### src/rtl/sb_dmem_port_arbiter_pkg.sv
// sb_dmem_port_arbiter_pkg
//   Shared types for the data-cache port arbiter that splits the single
//   dcache port between the load pipeline and the store-buffer drain.
//   Contents:
//     dmem_arb_state_t : arbiter FSM state (IDLE, LD_WAIT, ST_WAIT)
//     ST_*             : 2-bit encodings of the same states, for checkers
package sb_dmem_port_arbiter_pkg;

  typedef enum logic [1:0] {
    IDLE    = 2'd0,
    LD_WAIT = 2'd1,
    ST_WAIT = 2'd2
  } dmem_arb_state_t;

  localparam logic [1:0] ST_IDLE    = 2'd0;
  localparam logic [1:0] ST_LD_WAIT = 2'd1;
  localparam logic [1:0] ST_ST_WAIT = 2'd2;

endpackage

### src/rtl/sb_dmem_port_arbiter.sv
// sb_dmem_port_arbiter
//   Shares the single dcache port between loads and the committed-store drain.
//   Each idle cycle it either forwards a load from the store buffer, issues
//   the store at the buffer head, or issues a load to the cache. At most one
//   cache request is outstanding. The store buffer is popped only when the
//   cache acknowledges the write.
//
//   Handshakes:
//     load      : a load is accepted in a cycle where ld_req && ld_ready.
//                 The result arrives later as a one-cycle ld_resp_valid pulse.
//     dcache    : a request is a one-cycle pulse on dmem_rmask/dmem_wmask
//                 (non-zero mask) with dmem_addr/dmem_wdata valid in that
//                 same cycle. dmem_resp is the completion of the single
//                 outstanding request. No new request is issued on the
//                 response cycle.
//     sb pop    : sb_dequeue pulses for one cycle, on the cache write response.
//
//   Ports:
//     clk, rst                : clock, synchronous active-high reset
//     flush                   : kills an in-flight load, never committed stores
//     sb_is_empty, sb_count   : store buffer status
//     sb_head_addr/wdata/wmask: store buffer head entry
//     sb_dequeue              : pop store buffer head
//     ld_req, ld_ready        : load request handshake
//     ld_addr, ld_rmask       : load address and byte mask
//     ld_sb_match, ld_fwd_data: store-buffer forwarding hit and data
//     ld_resp_valid, ld_rdata : load result
//     dmem_addr/rmask/wmask/wdata, dmem_resp, dmem_rdata : dcache port
//     arb_state               : current FSM state (debug)
module sb_dmem_port_arbiter
  import sb_dmem_port_arbiter_pkg::*;
#(
  parameter int unsigned SB_DEPTH     = 32,
  parameter int unsigned CNT_W        = 6,
  parameter int unsigned HIGH_WM      = 24,
  parameter int unsigned LOW_WM       = 8,
  parameter int unsigned STARVE_LIMIT = 8
) (
  input  logic             clk,
  input  logic             rst,
  input  logic             flush,
  input  logic             sb_is_empty,
  input  logic [CNT_W-1:0] sb_count,
  input  logic [31:0]      sb_head_addr,
  input  logic [31:0]      sb_head_wdata,
  input  logic [3:0]       sb_head_wmask,
  output logic             sb_dequeue,
  input  logic             ld_req,
  output logic             ld_ready,
  input  logic [31:0]      ld_addr,
  input  logic [3:0]       ld_rmask,
  input  logic             ld_sb_match,
  input  logic [31:0]      ld_fwd_data,
  output logic             ld_resp_valid,
  output logic [31:0]      ld_rdata,
  output logic [31:0]      dmem_addr,
  output logic [3:0]       dmem_rmask,
  output logic [3:0]       dmem_wmask,
  output logic [31:0]      dmem_wdata,
  input  logic             dmem_resp,
  input  logic [31:0]      dmem_rdata,
  output dmem_arb_state_t  arb_state
);

  localparam int unsigned SW = $clog2(STARVE_LIMIT + 1);

  // A high watermark above the buffer depth could never trigger.
  localparam int unsigned HIGH_EFF = (HIGH_WM < SB_DEPTH) ? HIGH_WM : SB_DEPTH;

  localparam logic [CNT_W-1:0] HIGH_TH = CNT_W'(HIGH_EFF);
  localparam logic [CNT_W-1:0] LOW_TH  = CNT_W'(LOW_WM);
  localparam logic [SW-1:0]    STARVE  = SW'(STARVE_LIMIT);

  dmem_arb_state_t state_q;
  logic            drain_q;
  logic [SW-1:0]   starve_q;
  logic            ld_killed_q;
  logic            fwd_valid_q;
  logic [31:0]     fwd_data_q;

  logic drain_eff;
  logic store_pri;
  logic take_fwd;
  logic take_st;
  logic take_ld;
  logic ld_done;

  always_comb begin
    // Hysteresis: the decision uses this cycle's occupancy, so drain starts
    // on the cycle sb_count reaches HIGH_WM and ends on the cycle it reaches
    // LOW_WM; in between the registered mode holds.
    drain_eff = drain_q;
    if (sb_count >= HIGH_TH) begin
      drain_eff = 1'b1;
    end else if (sb_count <= LOW_TH) begin
      drain_eff = 1'b0;
    end

    store_pri = !sb_is_empty && (drain_eff || (starve_q == STARVE) || !ld_req);
    ld_ready  = (state_q == IDLE) && !flush && (ld_sb_match || !store_pri);

    take_fwd = ld_req && ld_ready && ld_sb_match;
    take_st  = (state_q == IDLE) && !take_fwd && store_pri;
    take_ld  = ld_req && ld_ready && !ld_sb_match;

    ld_done = (state_q == LD_WAIT) && dmem_resp;

    // Gated with rst so a response landing in the reset cycle is dropped.
    ld_resp_valid = !rst && !flush && ((ld_done && !ld_killed_q) || fwd_valid_q);
    ld_rdata      = ld_done ? dmem_rdata : fwd_data_q;
    sb_dequeue    = !rst && (state_q == ST_WAIT) && dmem_resp;

    arb_state = state_q;
  end

  always_ff @(posedge clk) begin
    if (rst) begin
      state_q     <= IDLE;
      drain_q     <= 1'b0;
      starve_q    <= '0;
      ld_killed_q <= 1'b0;
      fwd_valid_q <= 1'b0;
      fwd_data_q  <= '0;
      dmem_addr   <= '0;
      dmem_rmask  <= '0;
      dmem_wmask  <= '0;
      dmem_wdata  <= '0;
    end else begin
      drain_q     <= drain_eff;
      fwd_valid_q <= take_fwd;
      if (take_fwd) begin
        fwd_data_q <= ld_fwd_data;
      end

      // Request fields are single-cycle pulses; idle cycles show all zeros.
      dmem_addr  <= '0;
      dmem_rmask <= '0;
      dmem_wmask <= '0;
      dmem_wdata <= '0;

      case (state_q)
        IDLE: begin
          if (take_fwd) begin
            // Served from the store buffer; no cache traffic.
          end else if (take_st) begin
            dmem_addr  <= sb_head_addr;
            dmem_wmask <= sb_head_wmask;
            dmem_wdata <= sb_head_wdata;
            starve_q   <= '0;
            state_q    <= ST_WAIT;
          end else if (take_ld) begin
            dmem_addr  <= ld_addr;
            dmem_rmask <= ld_rmask;
            state_q    <= LD_WAIT;
            if (sb_is_empty) begin
              starve_q <= '0;
            end else if (starve_q != STARVE) begin
              starve_q <= starve_q + 1'b1;
            end
          end else if (sb_is_empty) begin
            starve_q <= '0;
          end
        end
        LD_WAIT: begin
          // A flushed load still owns the port until the cache answers.
          if (dmem_resp) begin
            ld_killed_q <= 1'b0;
            state_q     <= IDLE;
          end else if (flush) begin
            ld_killed_q <= 1'b1;
          end
        end
        ST_WAIT: begin
          if (dmem_resp) begin
            state_q <= IDLE;
          end
        end
        default: begin
          state_q <= IDLE;
        end
      endcase
    end
  end

endmodule

### config.mk
export PLATFORM = sky130hd
export DESIGN_NAME = sb_dmem_port_arbiter
export DESIGN_NICKNAME = d
export VERILOG_FILES = /design/src/rtl/sb_dmem_port_arbiter_pkg.sv /design/src/rtl/sb_dmem_port_arbiter.sv
export SDC_FILE = /design/constraint.sdc
export NUM_CORES = 1
export LEC_CHECK = 0
export ABC_AREA = 0
export ABC_CLOCK_PERIOD_IN_PS = 1900
export CAP_MARGIN = 0
export CORE_MARGIN = 2
export CORE_UTILIZATION = 35
export CTS_CLUSTER_SIZE = 28
export DETAILED_ROUTE_END_ITERATION = 6
export PLACE_DENSITY_LB_ADDON = 0.12
export SYNTH_ARGS = -nofsm -noshare
export SYNTH_HDL_FRONTEND = slang
export SYNTH_SLANG_ARGS = --single-unit
### constraint.sdc
create_clock -name clk -period 1.9 [get_ports clk]
set_input_delay 0.19 -clock clk [delete_from_list [all_inputs] [get_ports clk]]
set_output_delay 0.19 -clock clk [all_outputs]
set_load 0.05 [all_outputs]
After elaboration in Yosys (flattened, before gate mapping)
Cells that the tools add are included.
Storage, ports and cells
  input port bits: 181
  word-level logic and storage cells: 78
  register bits: 113
  output and inout bits: 109
Cells by class
  equality and inequality tests: 7
  add/sub/neg operators: 1
  multiplexer cells: 17
  reduce and logical (&&, ||, !) cells: 37
  bitwise logic cells: 4
  magnitude comparators: 2
Operator list (number)
  32-bit two-way mux: 3
  4-bit two-way mux: 5
  1-bit logical AND: 14
  1-bit zero test: 8
  2-bit two-way mux: 4
  6-bit by 5-bit >= comparator with 1-bit output (second input constant): 1
  6-bit by 4-bit <= comparator with 1-bit output (second input constant): 1
  3-bit nonzero test: 2
  5-bit OR reduction: 1
  4-bit by 1-bit adder with 4-bit output (second input constant): 1
  4-bit equality test (second input constant): 1
  1-bit logical OR: 4
  1-bit two-way mux: 4
  4-bit != test (second input constant): 1
  1-bit inverter: 4
  2-bit case mux with 2 select lines: 1
  4-bit AND reduction: 1
  4-bit OR reduction: 1
  3-bit != test (second input constant): 1
  3-bit AND reduction: 1
  3-bit OR reduction: 1
  2-bit by 1-bit equality test with 1-bit output (second input constant): 1
  2-bit equality test (second input constant): 1
  2-bit zero test: 1
  other kinds (5): 5

Logic depth before layout (Yosys ltp)
Gate-level depths: netlist (run 1).
  depth after elaboration: 17
  gate-level depth with buffers: 8
  mapped depth without buffers: 6

Worst setup path after synthesis (run 1)
Ideal clock, no wire load.
  path kind: flip-flop to output port
  from: register state_q[0] (netlist: arb_state[0])
  to: output port ld_resp_valid
  required time: 1710 ps
  cell stages (with the launch flop): 7
  slack: -760 ps
  arrival time: 2470 ps
  path buffers: 1
  cell sequence: dfxtp_1 ha_1 nand2_1 buf_1 nor2_1 nor2_1 nor3_1
Between the ends
  word-level cells in the longest chain between the ends: 5
Ends and longest elaborated chain
  from (decl): line sb_dmem_port_arbiter.sv:74  | dmem_arb_state_t state_q;
  from (signal assigned): line sb_dmem_port_arbiter.sv:118  | state_q <= IDLE;
  from (signal assigned): line sb_dmem_port_arbiter.sv:150  | state_q <= ST_WAIT;
  from (signal assigned): line sb_dmem_port_arbiter.sv:154  | state_q <= LD_WAIT;
  2-bit by 1-bit equality test with 1-bit output: line sb_dmem_port_arbiter.sv:106  | ld_done = (state_q == LD_WAIT) && dmem_resp;
  1-bit logical AND: line sb_dmem_port_arbiter.sv:106
  1-bit logical AND: line sb_dmem_port_arbiter.sv:109  | ld_resp_valid = !rst && !flush && ((ld_done && !ld_killed_q) || fwd_valid_q);
  1-bit logical OR: line sb_dmem_port_arbiter.sv:109
  1-bit logical AND: line sb_dmem_port_arbiter.sv:109
  to (decl): line sb_dmem_port_arbiter.sv:54  | output logic ld_resp_valid,
No other way between the ends.

Worst setup path in the final report (run 1)
  from: register state_q[1] (netlist: arb_state[1])
  to: output port ld_rdata[7]
Between the ends
  word-level cells in the longest chain between the ends: 3
Ends and longest elaborated chain
  2-bit by 1-bit equality test with 1-bit output: line sb_dmem_port_arbiter.sv:106
  1-bit logical AND: line sb_dmem_port_arbiter.sv:106
  32-bit two-way mux: line sb_dmem_port_arbiter.sv:110  | ld_rdata = ld_done ? dmem_rdata : fwd_data_q;
  to (decl): line sb_dmem_port_arbiter.sv:55  | output logic [31:0] ld_rdata,
No other way between the ends.

==> results.toml, run 1 <==
[grt]
grt_max_degree = 37
busiest_layer = "met2"
overflow = 0
grt_use_total = 0.2325
grt_pass1_vias = 4385
grt_util_met2 = 0.4343
grt_pass1_wl_um = 22490
antenna_found_initial = 0
met1_usage = 0.2221
grtUsageMet3 = 0.1045

[route]
dr.first_iter.drc_count = 137
dr.pass1.iters = 4
wl_per_cell_um = 16.74
detail-route-antenna-nets = 0
drc = 0
vias = 4098
wl_um = 14550
via_per_inst = 4.716

[layout]
final_nets = 899
area_growth_pct = 102.2
drive_above_1_share = 0.2052
diodes = 0

[clock_network]
worstSkewPairLatency_ns = 0.41
cts_buffers = 17
htree_num_levels = 4
clock-sinks = 113
clockBufferDepth = 2
cts_hold_buf = 0
clk_pin_slew_ns = 0.05
cts_tree = "yes"
cts-root-buf = "clkbuf_16"

[floorplanning]
dieHeight_um = 111.9
io_pins = 290
dieArea_um2 = 12530
coreArea_um2 = 11370
chipWidth_um = 111.9
start_util = 0.3586
rows = 39

[pwr]
p_per_area_nw_per_um2 = 846.7
ir_drop_mv = 0.5776
power.total_uw = 6982
p_leak_uw = 0.003319

[critical_path]
cp_top_family = "buffers and inverters"
worst_setup_path_start_kind = "flip-flop"
cp_num_buf_inv = 3
worst-setup-path-type = "flip-flop to output port"
worstPathCellList = "inv_2 -> ha_4 -> nand2_8 -> buf_12 -> mux2_2 -> buf_6"
critPathRequiredTime_ns = 1.71
slowest_stage = "mux2_2"
crit_path_start = "arb_state[1]"
worstSetupEndpointType = "output port"
path_max_fanout = 16
regToRegStartpoint = "starve_q[1]"
max_stage_delay_ns = 0.36
cp_data_arrival_time_ns = 1.77

[run_status]
status = "finished, violations left"
violations = "setup timing"

[logic_synthesis]
synth_cells = 402
synth-edff-count = 0
synth_seq_cells = 113
synth_largest_area_cell = "dfxtp_1"
synth.top_cells.by_area = "dfxtp_1 (55%), mux2_2 (8.8%), a22o_1 (6.9%)"
yosys_warnings = 0
synth_cell_types = 33
synth_top_area_frac = 0.5548
synth_area_um2 = 4078
syn_nets = 588
synth_flop_cell = "dfxtp_1"
syn_area_per_cell_um2 = 10.14
async_flop_share = 0
ys_seq_area_frac = 0.5548

[timing]
fin_ws_ns = -0.05644
fmax_ghz = 0.5111
tns_ns = -0.8329
whs_ns = 0.3347
setup_viol = 24
rsz0062_at_grt = "yes"
slew_headroom = 0.6167
fin_skew_ns = 0.01155
hold_viol_final = 0
final_max_slew_viol_count = 0
period_share = 1.030
worstMarginPinSlew_ns = 0.5732
period_needed_ns = 1.956

[worst_hold_path]
min_from = "ld_fwd_data[0]"
hp-class = "input pin to flip-flop"

[placed_design]
numPortBuffers = 289
dpl.hpwl_um = 10520
routabilityCongestion = 0.8041

[flow_run]
cap_violations = 0
per-stage QoR:
stage	util	setup WS (ns)	instances	area, µm²
3_3_place_gp	0.6376	-0.1664	827	7249
6_report	0.7252	-0.05644	869	8245
2_1_floorplan	-	0.06553	402	4098
3_5_place_dp	0.6376	-0.2028	827	7249
4_1_cts	0.7230	-0.1345	868	8220
5_1_grt	0.7252	-0.1140	869	8245
placed cells by master (no fill, tap or decap), types with 12 or more instances in the layout:
| master | n |
|---|---|
| a21oi_1 | 34 |
| a22o_1 | 32 |
| and2_1 | 40 |
| buf_12 | 13 |
| buf_4 | 21 |
| buf_6 | 16 |
| buf_8 | 14 |
| clkbuf_16 | 17 |
| clkdlybuf4s50_1 | 252 |
| dfxtp_1 | 109 |
| mux2_2 | 12 |
| mux2_4 | 20 |
| nand2_1 | 67 |
power breakdown:
part	switching [µW]	internal, µW	leakage [µW]
clock network	1060	1970	0.000285
registers	38.2	2480	0.000922
logic	708	721	0.00211
total	1800	5180	0.00332
worst min-delay path: cells and delay by family:
family	cells	cell delay, ns
buffers and inverters	1	0.39
AO/OA/AOI/OAI	1	0.05
AND/OR/NAND/NOR	1	0.05
cells in the mapped netlist, types with 2 or more instances:
cell / n
dfxtp_1: 113
nand2_1: 68
and2_1: 41
a21oi_1: 34
a22o_1: 32
mux2_2: 32
clkbuf_1: 16
nor2_1: 8
inv_1: 7
nand3_1: 6
buf_2: 5
ha_1: 5
nor2b_1: 5
o21ai_0: 4
a211oi_1: 3
buf_1: 3
nand3b_1: 3
and3_1: 2
cell type report:
class / instances / area, µm²
timing repair buffer: 316 / 3331
inverter: 7 / 26.28
clock buffer: 20 / 456.7
tap: 143 / 178.9
sequential: 113 / 2267
clock inverter: 12 / 115.1
multi-input combinational: 258 / 1871
fill: 821 / 3124
final timing paths:
path	slack, ns	cells past startpoint	endpoint
max	-0.06	6	ld_rdata[7]
min	0.33	3	fwd_data_q[0]
max reg2reg	0.14	8	dmem_addr[6]
min reg2reg	0.45	2	fwd_data_q[10]
timing repair:
action | CTS | global route
gates resized for setup | 69 | 20
hold endpoints to repair | 0 | 0
pin swaps | 3 | 4
gates cloned | 3 | 0
endpoints found under the setup margin | 34 | 68
setup buffers | 6 | 4
logic make-up after synthesis:
| kind of cell | after synthesis | share of synthesized area |
|---|---|---|
| buffers and inverters | 31 | 0.03007 |
| AOI/OAI and AO/OA | 81 | 0.1402 |
| xor gates and xnor gates | 1 | 0.002148 |
| adders and majority gates | 5 | 0.01534 |
| DFF | 113 | 0.5548 |
| muxes | 32 | 0.08837 |
| and+or+nand+nor | 139 | 0.1691 |
sequential cells by signal, indices dropped and copies added, names as in the netlist:
name         flops
drain_q          1
ld_killed_q      1
dmem_wdata      32
starve_q         4
dmem_addr       32
dmem_wmask       4
arb_state        2
fwd_data_q      32
dmem_rmask       4
fwd_valid_q      1
layer usage:
layer | share of wire | up-vias
met1 | 0.35 | 1906
li1 | - | 1997
met2 | 0.54 | 177
met3 | 0.094 | 18
met5 | 0 | -
met4 | 0.016 | 0
(Power assumes the default switching activity.)
==> inputs of run 2 (changes only) <==
--- a/config.mk
+++ b/config.mk
@@ -10,9 +10,11 @@
 export CAP_MARGIN = 0
 export CORE_MARGIN = 2
 export CORE_UTILIZATION = 35
+export CTS_BUF_LIST = sky130_fd_sc_hd__clkbuf_2 sky130_fd_sc_hd__clkbuf_4 sky130_fd_sc_hd__clkbuf_8
 export CTS_CLUSTER_SIZE = 28
 export DETAILED_ROUTE_END_ITERATION = 6
 export PLACE_DENSITY_LB_ADDON = 0.12
+export SKIP_LAST_GASP = 1
 export SYNTH_ARGS = -nofsm -noshare
 export SYNTH_HDL_FRONTEND = slang
 export SYNTH_SLANG_ARGS = --single-unit
==> run 2 against run 1 <==
Compared with the run above:
- the flow still finishes with violations (setup timing)
- combinational power hardly changed
- register-to-register slack hardly changed
- clock power is 28% lower
- sequential cell count stayed put
- core utilization is 0.90 points lower
- sequential share of layout area is 0.35 points higher
- die area stayed put
- sequential power hardly changed
- final cell count is 0.35% higher
- critical path depth stayed put
- via count is 0.44% lower
==> results.toml, run 2 (synthesis gave the netlist of run 1 again) <==
[worst_hold_path]
hp-class = "input pin to flip-flop"

[route]
via_per_inst = 4.679
detail-route-antenna-nets = 0
wl_per_cell_um = 16.82
dr.first_iter.drc_count = 156
dr.pass1.iters = 4
vias = 4080
drc = 0
wl_um = 14660

[floorplanning]
start_util = 0.3586
coreArea_um2 = 11370
dieHeight_um = 111.9
rows = 39
dieArea_um2 = 12530
chipWidth_um = 111.9
io_pins = 290

[grt]
antenna_found_initial = 0
grt_max_degree = 37
grt_use_total = 0.2334
grt_pass1_wl_um = 22650
grt_pass1_vias = 4405
overflow = 0

[pwr]
seq_power_share = 0.410
ir_drop_mv = 0.4884
p_comb_frac = 0.235
power.share.clock = 0.355
power.internal_uw = 4439
p_per_area_nw_per_um2 = 754.3
p_leak_uw = 0.003290
power_switching_uw = 1703
p_sw_frac = 0.2773

[timing]
setup_viol = 24
fin_ws_ns = -0.06431
tns_ns = -0.9996
fin_skew_ns = 0.007649
final_max_slew_viol_count = 0
whs_ns = 0.3116
rsz0062_at_grt = "yes"
fmax_ghz = 0.5091
worstMarginPinSlew_ns = 0.5803
slew_headroom = 0.6119
period_share = 1.034
period_needed_ns = 1.964
hold_viol_final = 0

[layout]
final_nets = 902
diodes = 0
fin_util = 0.7162
fillers = 834
fin_area_um2 = 8143
regArea_um2 = 2267
multiInputGateArea_um2 = 1886
final_cell_mix = "clkdlybuf4s50_1 (252), dfxtp_1 (109), nand2_1 (67), and2_1 (40), a21oi_1 (34)"
area_growth_pct = 99.69
drive_above_1_share = 0.2099
final_common_cell = "clkdlybuf4s50_1"
largestRegisters = "dmem_addr (32), dmem_wdata (32), fwd_data_q (32)"

[clock_network]
clk_pin_slew_ns = 0.06
cts_tree = "yes"
cts_buffers = 17
cts-root-buf = "clkbuf_8"
clock-sinks = 113
clockBufferDepth = 2
htree_num_levels = 4
worstSkewPairLatency_ns = 0.43
cts_hold_buf = 0

[critical_path]
path_max_fanout = 8
reg2regPathDepth = 8
worstSetupEndpointType = "output port"
cp_data_arrival_time_ns = 1.77
worstSetupEndpoint = "ld_rdata[17]"
crit_path_start = "arb_state[1]"
worst-setup-path-type = "flip-flop to output port"
worst_setup_path_start_kind = "flip-flop"
r2r_setup_slack_ns = 0.14
rr_endpoint = "dmem_addr[6]"
regToRegStartpoint = "starve_q[1]"
critPathRequiredTime_ns = 1.71

[placed_design]
dpl.hpwl_um = 10520
place_area_um2 = 7249
numPortBuffers = 289
routabilityCongestion = 0.8041
place_ws_ns = -0.2028

[flow_run]
cap_violations = 0

[run_status]
status = "finished, violations left"
violations = "setup timing"
## run 2: cell count changes in the layout (fill, tap and decap cells not counted)
| cell | change |
|---|---|
| clkbuf_1 | -1 |
| clkbuf_16 | -16 |
| clkbuf_8 | +17 |
| buf_6 | -8 |
| mux2_2 | -6 |
| a211oi_2 | +1 |
| buf_8 | +8 |
| clkbuf_4 | +1 |
| a211oi_4 | -1 |
| mux2_4 | +6 |
| buf_4 | +2 |
## run 2: power by group through the flow
stage	clock network [µW]	registers, µW	logic [µW]
finish	2180	2520	1440
global route	2340	2530	1520
global placement	0	2570	1330
CTS	2240	2520	1430
floorplan	0	2850	357
detailed placement	0	2570	1350
## run 2: repair_timing
action,4_1_cts,5_1_grt
cloned,3,1
pin swaps,3,3
endpoints found under the setup margin,34,71
setup buffers,7,5
gates resized for setup,76,26
hold endpoints to repair,0,0
## run 2: final cells by class
cell class / count / share of cell area
sequential: 113 / 0.2784
clock buffer: 20 / 0.03304
timing repair buffer: 319 / 0.4176
clock inverter: 12 / 0.01414
multi-input combinational: 258 / 0.2316
inverter: 7 / 0.003227
tap: 143 / 0.02197
## run 2: worst min path at each step
stage	from	to	slack (ns)	cells past startpoint
3_5_place_dp	fwd_data_q[8]	fwd_data_q[8]	0.45	2
5_1_grt	ld_fwd_data[0]	fwd_data_q[0]	0.29	3
3_3_place_gp	fwd_data_q[1]	fwd_data_q[1]	0.44	2
4_1_cts	ld_fwd_data[0]	fwd_data_q[0]	0.28	3
6_report	ld_fwd_data[0]	fwd_data_q[0]	0.31	3
2_1_floorplan	dmem_resp	ld_killed_q	0.29	1
## run 2: critical path, stage by stage, from the launching register on
cell	delay [ns]
dfxtp_2	0.34
inv_2	0.05
ha_4	0.17
nand2_8	0.11
clkbuf_16	0.18
mux2_2	0.34
buf_6	0.15
## run 2: layer usage
metal | up-vias | wire, µm | global-route usage
met5 | - | 0 | 0
met4 | 0 | 269 | 0.08618
met3 | 27 | 1479 | 0.1040
met2 | 175 | 7899 | 0.4352
met1 | 1878 | 5014 | 0.2264
li1 | 2000 | - | -
## run 2: stage by stage
| stage | cells | power [µW] |
|---|---|---|
| 2_1_floorplan | 402 | 3209 |
| 6_report | 872 | 6142 |
| 3_3_place_gp | 827 | 3899 |
| 4_1_cts | 869 | 6187 |
| 3_5_place_dp | 827 | 3916 |
| 5_1_grt | 872 | 6385 |
